==> src/rtl/shift_unit_pipe_pkg.sv <==
// Shared types and constants for the pipelined shift execution unit.
package shift_pkg;

    // Only a 32-bit datapath is supported.
    localparam int SHIFT_N = 32;

    // Shift operation encoding as carried on i_op.
    typedef enum logic [1:0] {
        SHIFT_SLL     = 2'b00,
        SHIFT_SRL     = 2'b01,
        SHIFT_SRA     = 2'b10,
        SHIFT_ILLEGAL = 2'b11
    } shift_op_t;

endpackage

==> src/rtl/shift_unit_pipe_shifters.sv <==
// Combinational log shifters. Each stage is a 2:1 mux per bit that shifts by
// 2**s when shamt[s] is set. The stage outputs live in named generate blocks
// so that every stage is a separate net.

// Logical left shift, zero fill.
module shift_left_logical #(
    parameter int N = 32
) (
    input  logic [N-1:0]         data,
    input  logic [$clog2(N)-1:0] shamt,
    output logic [N-1:0]         result
);
    localparam int S = $clog2(N);

    for (genvar s = 0; s < S; s++) begin : g_stage
        logic [N-1:0] in_v;
        logic [N-1:0] out_v;
        if (s == 0) begin : g_first
            assign in_v = data;
        end else begin : g_next
            assign in_v = g_stage[s-1].out_v;
        end
        // Stage s: optionally shift left by 2**s.
        assign out_v = shamt[s] ? {in_v[N-1-(2**s):0], {(2**s){1'b0}}} : in_v;
    end

    assign result = g_stage[S-1].out_v;
endmodule

// Logical right shift, zero fill.
module shift_right_logical #(
    parameter int N = 32
) (
    input  logic [N-1:0]         data,
    input  logic [$clog2(N)-1:0] shamt,
    output logic [N-1:0]         result
);
    localparam int S = $clog2(N);

    for (genvar s = 0; s < S; s++) begin : g_stage
        logic [N-1:0] in_v;
        logic [N-1:0] out_v;
        if (s == 0) begin : g_first
            assign in_v = data;
        end else begin : g_next
            assign in_v = g_stage[s-1].out_v;
        end
        // Stage s: optionally shift right by 2**s, filling with zeros.
        assign out_v = shamt[s] ? {{(2**s){1'b0}}, in_v[N-1:2**s]} : in_v;
    end

    assign result = g_stage[S-1].out_v;
endmodule

// Arithmetic right shift. The sign bit is never modified by a stage, so each
// stage can replicate its own input MSB as the fill value.
module shift_right_arithmetic #(
    parameter int N = 32
) (
    input  logic [N-1:0]         data,
    input  logic [$clog2(N)-1:0] shamt,
    output logic [N-1:0]         result
);
    localparam int S = $clog2(N);

    for (genvar s = 0; s < S; s++) begin : g_stage
        logic [N-1:0] in_v;
        logic [N-1:0] out_v;
        if (s == 0) begin : g_first
            assign in_v = data;
        end else begin : g_next
            assign in_v = g_stage[s-1].out_v;
        end
        // Stage s: optionally shift right by 2**s, filling with the sign bit.
        assign out_v = shamt[s] ? {{(2**s){in_v[N-1]}}, in_v[N-1:2**s]} : in_v;
    end

    assign result = g_stage[S-1].out_v;
endmodule

==> src/rtl/shift_unit_pipe.sv <==
// Two-stage pipelined shift unit: S1 captures the request, the three shifters
// run in parallel between S1 and S2, and S2 holds the result and flags that
// drive the o_* outputs directly. Also keeps a saturating hand-off counter.
//
// Handshake: a transfer happens on a rising edge where valid && ready are both
// high. A producer holds valid and its payload until that transfer; ready may
// depend combinationally on the downstream ready (i_ready follows o_ready), and
// o_valid/o_result/o_zero/o_illegal never change while o_valid && !o_ready.
module shift_unit_pipe
    import shift_pkg::*;
#(
    parameter int N     = SHIFT_N,
    parameter int CNT_W = 16
) (
    input  logic                 clk,
    input  logic                 rst,
    input  logic                 i_valid,
    output logic                 i_ready,
    input  logic [N-1:0]         i_data,
    input  logic [$clog2(N)-1:0] i_shamt,
    input  logic [1:0]           i_op,
    output logic                 o_valid,
    input  logic                 o_ready,
    output logic [N-1:0]         o_result,
    output logic                 o_zero,
    output logic                 o_illegal,
    output logic [CNT_W-1:0]     o_count
);

    // Stage 1 registers
    logic                 s1_valid;
    logic [N-1:0]         s1_data;
    logic [$clog2(N)-1:0] s1_shamt;
    shift_op_t            s1_op;

    // Stage 2 registers
    logic                 s2_valid;
    logic [N-1:0]         s2_result;
    logic                 s2_zero;
    logic                 s2_illegal;

    // Advance enables: a stage may load when it is empty or its content leaves.
    logic s1_en;
    logic s2_en;

    assign s2_en   = !s2_valid || o_ready;
    assign s1_en   = !s1_valid || s2_en;
    assign i_ready = s1_en;

    // Parallel shifter results for the S1 operand
    logic [N-1:0] sll_res;
    logic [N-1:0] srl_res;
    logic [N-1:0] sra_res;

    shift_left_logical #(.N(N)) u_sll (
        .data   (s1_data),
        .shamt  (s1_shamt),
        .result (sll_res)
    );

    shift_right_logical #(.N(N)) u_srl (
        .data   (s1_data),
        .shamt  (s1_shamt),
        .result (srl_res)
    );

    shift_right_arithmetic #(.N(N)) u_sra (
        .data   (s1_data),
        .shamt  (s1_shamt),
        .result (sra_res)
    );

    logic [N-1:0] sel_result;
    logic         sel_illegal;
    logic         sel_zero;

    // Pick the shifter output for the S1 op; an illegal op yields zero.
    always_comb begin
        sel_result  = '0;
        sel_illegal = 1'b0;
        case (s1_op)
            SHIFT_SLL: sel_result = sll_res;
            SHIFT_SRL: sel_result = srl_res;
            SHIFT_SRA: sel_result = sra_res;
            default: begin
                sel_result  = '0;
                sel_illegal = 1'b1;
            end
        endcase
        sel_zero = (sel_result == '0);
    end

    // S1: capture the request on accept; valid follows i_valid whenever S1 advances.
    always_ff @(posedge clk) begin
        if (rst) begin
            s1_valid <= 1'b0;
            s1_data  <= '0;
            s1_shamt <= '0;
            s1_op    <= SHIFT_SLL;
        end else if (s1_en) begin
            s1_valid <= i_valid;
            if (i_valid) begin
                s1_data  <= i_data;
                s1_shamt <= i_shamt;
                s1_op    <= shift_op_t'(i_op);
            end
        end
    end

    // S2: take the selected result when advancing; data only moves with a valid S1.
    always_ff @(posedge clk) begin
        if (rst) begin
            s2_valid   <= 1'b0;
            s2_result  <= '0;
            s2_zero    <= 1'b0;
            s2_illegal <= 1'b0;
        end else if (s2_en) begin
            s2_valid <= s1_valid;
            if (s1_valid) begin
                s2_result  <= sel_result;
                s2_zero    <= sel_zero;
                s2_illegal <= sel_illegal;
            end
        end
    end

    // Count result hand-offs, holding at the maximum value instead of wrapping.
    always_ff @(posedge clk) begin
        if (rst) begin
            o_count <= '0;
        end else if (s2_valid && o_ready && (o_count != {CNT_W{1'b1}})) begin
            o_count <= o_count + 1'b1;
        end
    end

    assign o_valid   = s2_valid;
    assign o_result  = s2_result;
    assign o_zero    = s2_zero;
    assign o_illegal = s2_illegal;

endmodule

==> config.mk <==
export PLATFORM = sky130hd
export DESIGN_NAME = shift_unit_pipe
export DESIGN_NICKNAME = d
export VERILOG_FILES = /design/src/rtl/shift_unit_pipe_pkg.sv /design/src/rtl/shift_unit_pipe_shifters.sv /design/src/rtl/shift_unit_pipe.sv
export SDC_FILE = /design/constraint.sdc
export NUM_CORES = 1
export LEC_CHECK = 0
export ABC_AREA = 1
export CORE_ASPECT_RATIO = 1.5
export CORE_MARGIN = 3
export CORE_UTILIZATION = 61
export DETAILED_ROUTE_END_ITERATION = 10
export PLACE_DENSITY = 0.87
export SYNTH_ARGS = -nofsm -noshare
export SYNTH_HDL_FRONTEND = slang
export SYNTH_SLANG_ARGS = --single-unit
export TNS_END_PERCENT = 30
==> constraint.sdc <==
create_clock -name clk -period 4 [get_ports clk]
set_clock_uncertainty 0.2 [all_clocks]
set_input_delay 0.4 -clock clk [delete_from_list [all_inputs] [get_ports clk]]
set_output_delay 0.4 -clock clk [all_outputs]
set_load 0.02 [all_outputs]
Word level (Yosys, flattened, before mapping)
Cells that the tools add are included.
{"block": "word_totals", "reg_bits": 91, "out_inout_bits": 52, "rom_bits": 0, "input_bits": 43, "elab_cells": 41, "mem_bits_rw": 0, "mem_count": 0, "latch_bits": 0}
{"block": "op_classes", "n_shift": 0, "magnitude_cmp": 0, "bitwise": 0, "n_mul": 0, "div": 0, "n_reduce_logical": 11, "n_addsub": 1, "n_eq_ne": 3, "n_mux": 17}
{"cell": "32-bit two-way mux", "count": 10}
{"cell": "31-bit two-way mux", "count": 5}
{"cell": "32-bit one-hot mux with 3 select lines", "count": 1}
{"cell": "32-bit zero test", "count": 1}
{"cell": "16-bit by 1-bit adder with 16-bit output, second input constant", "count": 1}
{"cell": "16-bit != test, second input constant", "count": 1}
{"cell": "2-bit AND reduction", "count": 2}
{"cell": "3-bit OR reduction", "count": 1}
{"cell": "2-bit by 1-bit == test with 1-bit output, second input constant", "count": 1}
{"cell": "2-bit == test, second input constant", "count": 1}
{"cell": "1-bit logical AND", "count": 2}
{"cell": "1-bit zero test", "count": 2}
{"cell": "2-bit zero test", "count": 1}
{"cell": "1-bit logical OR", "count": 2}
{"cell": "1-bit two-way mux", "count": 1}

Depth between registers and ports, before layout
Gate-level depths: netlist of the first run.
{"block": "depth", "ltp_word": 7, "ltp_mapped": 19, "depth_no_buf": 18}

Modules after synthesis
Synthesis of the first run repeated with hierarchy kept, for this count alone.
{"block": "hier_totals", "hier_cells": 1728, "hier_area_um2": 9293.9}
{"mod": "shift_unit_pipe", "seq_area_each_um2": 1821.7, "cells_each": 627, "area_per_inst_um2": 4113.9, "n_inst": 1}
{"mod": "shift_right_arithmetic", "seq_area_each_um2": 0.0, "cells_each": 386, "area_per_inst_um2": 1975.6, "n_inst": 1}
{"mod": "shift_right_logical", "seq_area_each_um2": 0.0, "cells_each": 361, "area_per_inst_um2": 1609.0, "n_inst": 1}
{"mod": "shift_left_logical", "seq_area_each_um2": 0.0, "cells_each": 354, "area_per_inst_um2": 1595.3, "n_inst": 1}

Worst setup path after synthesis of the first run
No wires, ideal clock.
{"block": "synth_timing", "kind": "register -> register", "startpoint": "register o_count[0]", "endpoint": "register o_count[14]", "slack_ns": 1.795, "period_less_slack_ns": 2.205, "path_stages_with_launch": 14, "n_path_buf": 0, "arrival_time_ns": 1.935, "t_required_ns": 3.730, "cell_sequence": "dfxtp_1 ha_1 inv_1 nor4_1 inv_1 nor2_1 inv_1 nor2_1 inv_1 nor2_2 nand3_1 nor2_1 o21ai_0 a21oi_1"}
{"block": "synth_via", "elab_chain_len": 2}
{"item": "start, declared", "line": "shift_unit_pipe.sv:27", "rtl": "output logic [CNT_W-1:0] o_count"}
{"item": "start signal, assigned", "line": "shift_unit_pipe.sv:132", "rtl": "o_count <= o_count + 1'b1;"}
{"item": "branches (longest 2 deep; another with 16-bit by 1-bit adder with 16-bit output)"}
Parallel ways; which one is timed is not known.
A chain may end at the register's enable or synchronous reset.

Worst setup path in the final report of the first run
{"block": "layout_timing", "startpoint": "register s1_shamt[0]", "endpoint": "register s2_zero, in the netlist o_zero"}
{"block": "layout_via", "elab_chain_len": 7}
{"item": "start, declared", "line": "shift_unit_pipe.sv:33", "rtl": "logic [$clog2(N)-1:0] s1_shamt;"}
{"item": "start signal, assigned", "line": "shift_unit_pipe.sv:104", "rtl": "s1_shamt <= i_shamt;"}
{"item": "31-bit two-way mux, or another cell as far along (5 in series)", "line": "shift_unit_pipe_shifters.sv:75", "rtl": "assign out_v = shamt[s] ? {{(2**s){in_v[N-1]}}, in_v[N-1:2**s]} : in_v;"}
{"item": "32-bit one-hot mux with 3 select lines *", "line": "shift_unit_pipe.sv:81", "rtl": "case (s1_op)"}
{"item": "32-bit zero test *", "line": "shift_unit_pipe.sv:90", "rtl": "sel_zero = (sel_result == '0);"}
{"item": "end signal, assigned", "line": "shift_unit_pipe.sv:121", "rtl": "s2_zero <= sel_zero;"}
{"item": "end, declared", "line": "shift_unit_pipe.sv:39", "rtl": "logic s2_zero;"}
Mark *: on every way between the ends. The rest lies on a longest branch, timed or not.

==> flow_summary.json, run 1 <==
{
  "via_per_inst": 6.242,
  "antenna_found_initial": 0,
  "final_nets": 1305,
  "synth-seq-cells": 91,
  "start_util_pct": 63.84,
  "holdCritPathClass": "reg2reg",
  "synth_edf_count": 0,
  "leakage_nw": 3.788,
  "syn-num-nets": 1262,
  "grt_max_degree": 65,
  "power_frac_seq_pct": 33.5,
  "holdBufCountCts": 0,
  "yosys_warnings": 0,
  "end_kind": "flop",
  "max-vdd-ir-drop_uv": 248.7,
  "slew_headroom_pct": 34.09,
  "instances_no_fill": 1413,
  "combPwrFrac_pct": 34.1,
  "detail-route-antenna-nets": 0,
  "syn_area_per_cell_sq_um": 5.887,
  "cts-root-buf": "clkbuf_16",
  "setup_viol": 0,
  "via_count": 8820,
  "power_switching_mw": 1.156,
  "syn2layout_area_growth_pct": 16.75,
  "hpwlAfterDp_um": 18280,
  "whs_ns": 0.2940,
  "place_congestion": 1.026,
  "place_area_sq_um": 8046,
  "boundaryPins": 95,
  "seq_area_frac_synth_pct": 25.41,
  "drive_gt1_share_pct": 7.741,
  "nFillCells": 1007,
  "cts_tree": "yes",
  "fp.dieH_um": 138.8,
  "design_area_sq_um": 8372,
  "post-route-min-period_ns": 3.054,
  "p_int_mw": 1.862,
  "clk_pin_slew_ns": 0.07,
  "grt_pass1_vias": 8120,
  "grt_pass1_wl_um": 39600,
  "drc": 0,
  "synth_cell_types": 41,
  "worst_slack_ns": 0.9458,
  "tightest_slew_ns": 0.9876,
  "drt-total-wl_um": 24770,
  "grt.total_usage_pct": 37.43,
  "postCtsSetupBuffers": 0,
  "cts-resized-gates": 0,
  "cp_max_fo": 34,
  "start_kind": "flop",
  "synth_ff_type": "dfxtp_1",
  "fp.dieArea_sq_um": 13120,
  "cts.sinks": 91,
  "dp_slack_ns": 1.108,
  "cts_buffer_depth": 2,
  "critical_path_class": "reg2reg",
  "netlist_area_sq_um": 7171,
  "slew_violations": 0,
  "die-width_um": 94.53,
  "routedWlPerCell_um": 17.53,
  "fmax_mhz": 327.4,
  "firstDrtPassIters": 7,
  "drt_iter0_drc": 1038,
  "clk_latency_ns": 0.36,
  "dp.cells": 1397,
  "swShare_pct": 38.30,
  "coreArea_sq_um": 11230,
  "fin_crit_sh_pct": 76.36,
  "port_buffers": 94,
  "tns_ns": 0,
  "cp_data_required_time_ns": 4.10,
  "finalHoldViolCount": 0,
  "syn_inst": 1218,
  "antenna_cells": 0,
  "num_rows": 47,
  "powerDensity_nw_per_um2": 360.5,
  "grt.overflow.total": 0,
  "drv_cap": 0,
  "status": "finished clean",
  "cts_max_level": 3,
  "pwr-share-clk_pct": 32.3,
  "ys_async_sr_fraction_pct": 0,
  "cts_made_buffers": 9,
  "rsz0062_at_grt": "false",
  "arrival_ns": 3.15
}
cell type report:
cell class	instances	area [sq um]	area share, %
Clock buffer	10	229.0	2.735
Clock inverter	6	96.34	1.151
Inverter	63	239.0	2.855
Multi-Input combinational cell	981	4700	56.14
Sequential cell	91	1826	21.81
Tap cell	147	183.9	2.197
Timing Repair Buffer	115	1099	13.12
placed cells by master, fill, tap and decap left out, types with 9 or more instances in the layout:
cell type and count:
nor2_1 144, nand3_2 12, inv_2 9, a21oi_1 45, inv_1 52, o211ai_1 22
nand2_1 274, buf_4 21, clkbuf_16 9, o21ai_0 71, dfxtp_1 88, clkdlybuf4s50_1 94
nand3_1 336, nand2_4 12, nand2_2 11
power groups by stage:
stage | combinational, mW | sequential, mW | clock (mW)
5_1_grt | 1.12 | 1.02 | 1.01
6_report | 1.03 | 1.01 | 0.976
3_3_place_gp | 0.979 | 1.03 | 0
4_1_cts | 0.999 | 1.01 | 0.963
3_5_place_dp | 0.991 | 1.03 | 0
2_1_floorplan | 0.667 | 1.05 | 0
path summary, 6_finish.rpt:
check / startpoint / endpoint / slack [ns] / cells after the start
min: o_count[10] / o_count[10] / 0.29 / 2
max: s1_shamt[0] / o_zero / 0.95 / 17
max reg2reg: s1_shamt[0] / o_zero / 0.95 / 17
min reg2reg: o_count[10] / o_count[10] / 0.29 / 2
worst max-delay path, cell delays in order, from the launching register on:
cell and delay, ns:
dfxtp_1 0.31, buf_4 0.33, inv_4 0.32, nand2_1 0.22, nand3_1 0.12, nand3_1 0.17, nand2_1 0.08, nand2_1 0.09
nand2_1 0.10, nand3_1 0.08, nand2_1 0.05, nor2_1 0.27, nand2_1 0.11, nor2_1 0.11, nand2_1 0.07, nor2_1 0.11
nand3_1 0.11, a21oi_2 0.12
routing by layer:
layer  part of all wire (%)  wire length (um)  up-vias  GRT usage (%)
li1                       -                 -     4198              -
met1                     38              9529     3962          44.62
met2                     48             11770      527          63.29
met3                    7.9              1948      133          6.026
met4                    6.1              1519        0          19.85
met5                      0                 0        -              0
registers in the layout, indices dropped and copies added (netlist names):
register	count
o_count	16
o_illegal	1
o_result	32
o_valid	1
o_zero	1
s1_data	32
s1_op	2
s1_shamt	5
s1_valid	1
cell usage after synthesis (2+ instances only):
master	n	area, sq um
nand2_1	274	1028
buf_6	5	56.30
nand3_2	12	120.1
nor2_4	2	22.52
clkbuf_1	46	172.7
inv_2	9	33.78
dfxtp_1	91	1822
inv_1	52	195.2
nand4_1	8	50.05
and3_1	2	12.51
buf_4	6	45.04
a21oi_2	4	35.03
nor3_1	7	35.03
nand3_1	336	1682
o21ai_0	71	355.3
buf_1	7	26.28
a211oi_1	4	30.03
nand2_2	11	68.82
nor2_1	144	540.5
nand2_4	12	135.1
nor4_1	2	12.51
o211ai_1	22	165.2
a21oi_1	45	225.2
o21ai_1	7	35.03
nor2_2	4	25.02
and2_1	3	18.77
buf_2	18	90.09
cell families (layout without fill, tap and decap cells):
group | count (synthesis) | after routing | synth area share, %
flops | 91 | 91 | 25.41
buf+inv | 146 | 194 | 9.056
compound gates | 156 | 156 | 12.13
fa+ha+maj | 1 | 1 | 0.1745
simple gates | 823 | 823 | 53.11
xor+xnor | 1 | 1 | 0.1222
metrics by stage:
step / total power [mW] / utilization [%]
final: 3.018 / 74.53
after global routing: 3.150 / 74.53
after CTS: 2.973 / 74.53
after detailed placement: 2.021 / 71.64
after global placement: 2.008 / 71.64
after floorplan: 1.720 / -
No activity file was read; power rests on OpenSTA's default activity.
==> run 2: changes to the inputs <==
--- a/config.mk
+++ b/config.mk
@@ -8,9 +8,9 @@
 export ABC_AREA = 1
 export CORE_ASPECT_RATIO = 1.5
 export CORE_MARGIN = 3
-export CORE_UTILIZATION = 61
+export CORE_UTILIZATION = 57
 export DETAILED_ROUTE_END_ITERATION = 10
-export PLACE_DENSITY = 0.87
+export PLACE_DENSITY = 0.82
 export SYNTH_ARGS = -nofsm -noshare
 export SYNTH_HDL_FRONTEND = slang
 export SYNTH_SLANG_ARGS = --single-unit
==> constraint.sdc (replaced) <==
create_clock -name clk -period 2.9 [get_ports clk]
set_clock_uncertainty 0.2 [all_clocks]
set_input_delay 0.29 -clock clk [delete_from_list [all_inputs] [get_ports clk]]
set_output_delay 0.29 -clock clk [all_outputs]
set_load 0.02 [all_outputs]
==> flow_summary.json, run 2 (synthesis gave the netlist of run 1 again) <==
{
  "rsz0062_at_grt": "false",
  "drv_cap": 0,
  "clk_latency_ns": 0.36,
  "crit_start": "s1_shamt[0]",
  "grt_pass1_vias": 8134,
  "tightest_slew_ns": 1.011,
  "cp_data_required_time_ns": 2.95,
  "postCtsSetupBuffers": 0,
  "end_kind": "flop",
  "die-width_um": 97.58,
  "start_util_pct": 59.07,
  "fmax_mhz": 399.2,
  "coreArea_sq_um": 12140,
  "cts.sinks": 91,
  "cts_max_level": 3,
  "slew_headroom_pct": 32.51,
  "instances_no_fill": 1429,
  "firstDrtPassIters": 6,
  "clk_pin_slew_ns": 0.08,
  "arrival_ns": 2.55,
  "detail-route-antenna-nets": 0,
  "max-vdd-ir-drop_uv": 304.2,
  "grt_pass1_wl_um": 39550,
  "via_per_inst": 6.048,
  "slew_violations": 0,
  "finalHoldViolCount": 0,
  "syn2layout_area_growth_pct": 18.69,
  "setup_viol": 0,
  "final_nets": 1315,
  "holdCritPathClass": "reg2reg",
  "cts_made_buffers": 9,
  "cts_buffer_depth": 2,
  "boundaryPins": 95,
  "critical_path_class": "reg2reg",
  "mostFrequentLayoutCell": "nand3_1",
  "min_from": "o_result[6]",
  "drt-total-wl_um": 24390,
  "tns_ns": 0,
  "grt.overflow.total": 0,
  "routedWlPerCell_um": 17.07,
  "drt_iter0_drc": 999,
  "rr_startpoint": "s1_shamt[0]",
  "cts-root-buf": "clkbuf_16",
  "num_rows": 49,
  "cp_max_fo": 32,
  "antenna_found_initial": 0,
  "leakage_nw": 3.859,
  "via_count": 8642,
  "fin_crit_sh_pct": 86.39,
  "fp.dieH_um": 143.4,
  "cts_tree": "yes",
  "cts-resized-gates": 0,
  "status": "finished clean",
  "place_congestion": 1.086,
  "post-route-min-period_ns": 2.505,
  "holdBufCountCts": 0,
  "fp.dieArea_sq_um": 13990,
  "antenna_cells": 0,
  "start_kind": "flop",
  "drive_gt1_share_pct": 8.542,
  "hpwlAfterDp_um": 18430,
  "grt.total_usage_pct": 34.40,
  "layout_common_cells": "336 x nand3_1, 274 x nand2_1, 144 x nor2_1",
  "port_buffers": 94,
  "powerDensity_nw_per_um2": 485.2,
  "grt_max_degree": 74,
  "r2r_slack_ns": 0.39,
  "dp.cells": 1413,
  "drc": 0
}
==> run 2: changes by cell type in the layout (fill, tap and decap cells not counted), sizes merged <==
| cell | delta |
|---|---|
| clkbuf | -1 |
| buf | +10 |
| inv | +2 |
| bufinv | -1 |
==> run 2: metrics by stage <==
step	setup slack, ns	instance area (sq um)	hold slack (ns)	power [mW]	util [%]
2_1_floorplan	0.6952	7171	0.2567	2.372	-
3_3_place_gp	0.4722	8192	0.2773	2.814	67.48
3_5_place_dp	0.3802	8192	0.2805	2.823	67.48
4_1_cts	0.4380	8511	0.2981	4.104	70.11
5_1_grt	0.1577	8511	0.3135	4.320	70.11
6_report	0.3947	8511	0.2993	4.129	70.11
==> run 2: final timing paths <==
| check | cells past startpoint | endpoint |
|---|---|---|
| worst max-delay path | 16 | o_zero |
| worst min-delay path | 2 | o_result[6] |
| worst max register to register | 16 | o_zero |
| worst min register to register | 2 | o_result[6] |
==> run 2: final cells by class <==
class | count | area (sq um)
well taps | 153 | 191.4
multi-input cells | 981 | 4700
clock buffers | 9 | 225.2
fillers | 1131 | 3628
inverters | 63 | 239.0
clock inverters | 7 | 93.84
repair buffers | 125 | 1236
flip-flops and latches | 91 | 1826
==> run 2: per-layer routing <==
metal,vias to the layer above,track usage [%],wire length (um)
li1,4215,-,-
met1,3878,40.23,9754
met2,442,60.25,11640
met3,107,4.760,1629
met4,0,19.77,1364
met5,-,0,0
==> run 2: critical path, cell delays in order (launching register included) <==
cell     delay [ns]
dfxtp_1        0.38
buf_4          0.34
nand2_1        0.19
nand3_1        0.17
nand3_1        0.10
nand2_1        0.16
nand2_1        0.08
nand2_1        0.09
nand2_1        0.05
nand3_1        0.12
nand3_1        0.13
nand2_1        0.10
nor2_1         0.05
nand2_1        0.06
nor2_1         0.04
nand3_1        0.07
a21oi_2        0.05
==> run 2: power by group <==
part / total (mW) / switching [mW] / internal, mW
logic: 1.43 / 0.935 / 0.498
clock network: 1.30 / 0.602 / 0.696
registers: 1.40 / 0.0702 / 1.33
total: 4.13 / 1.61 / 2.52
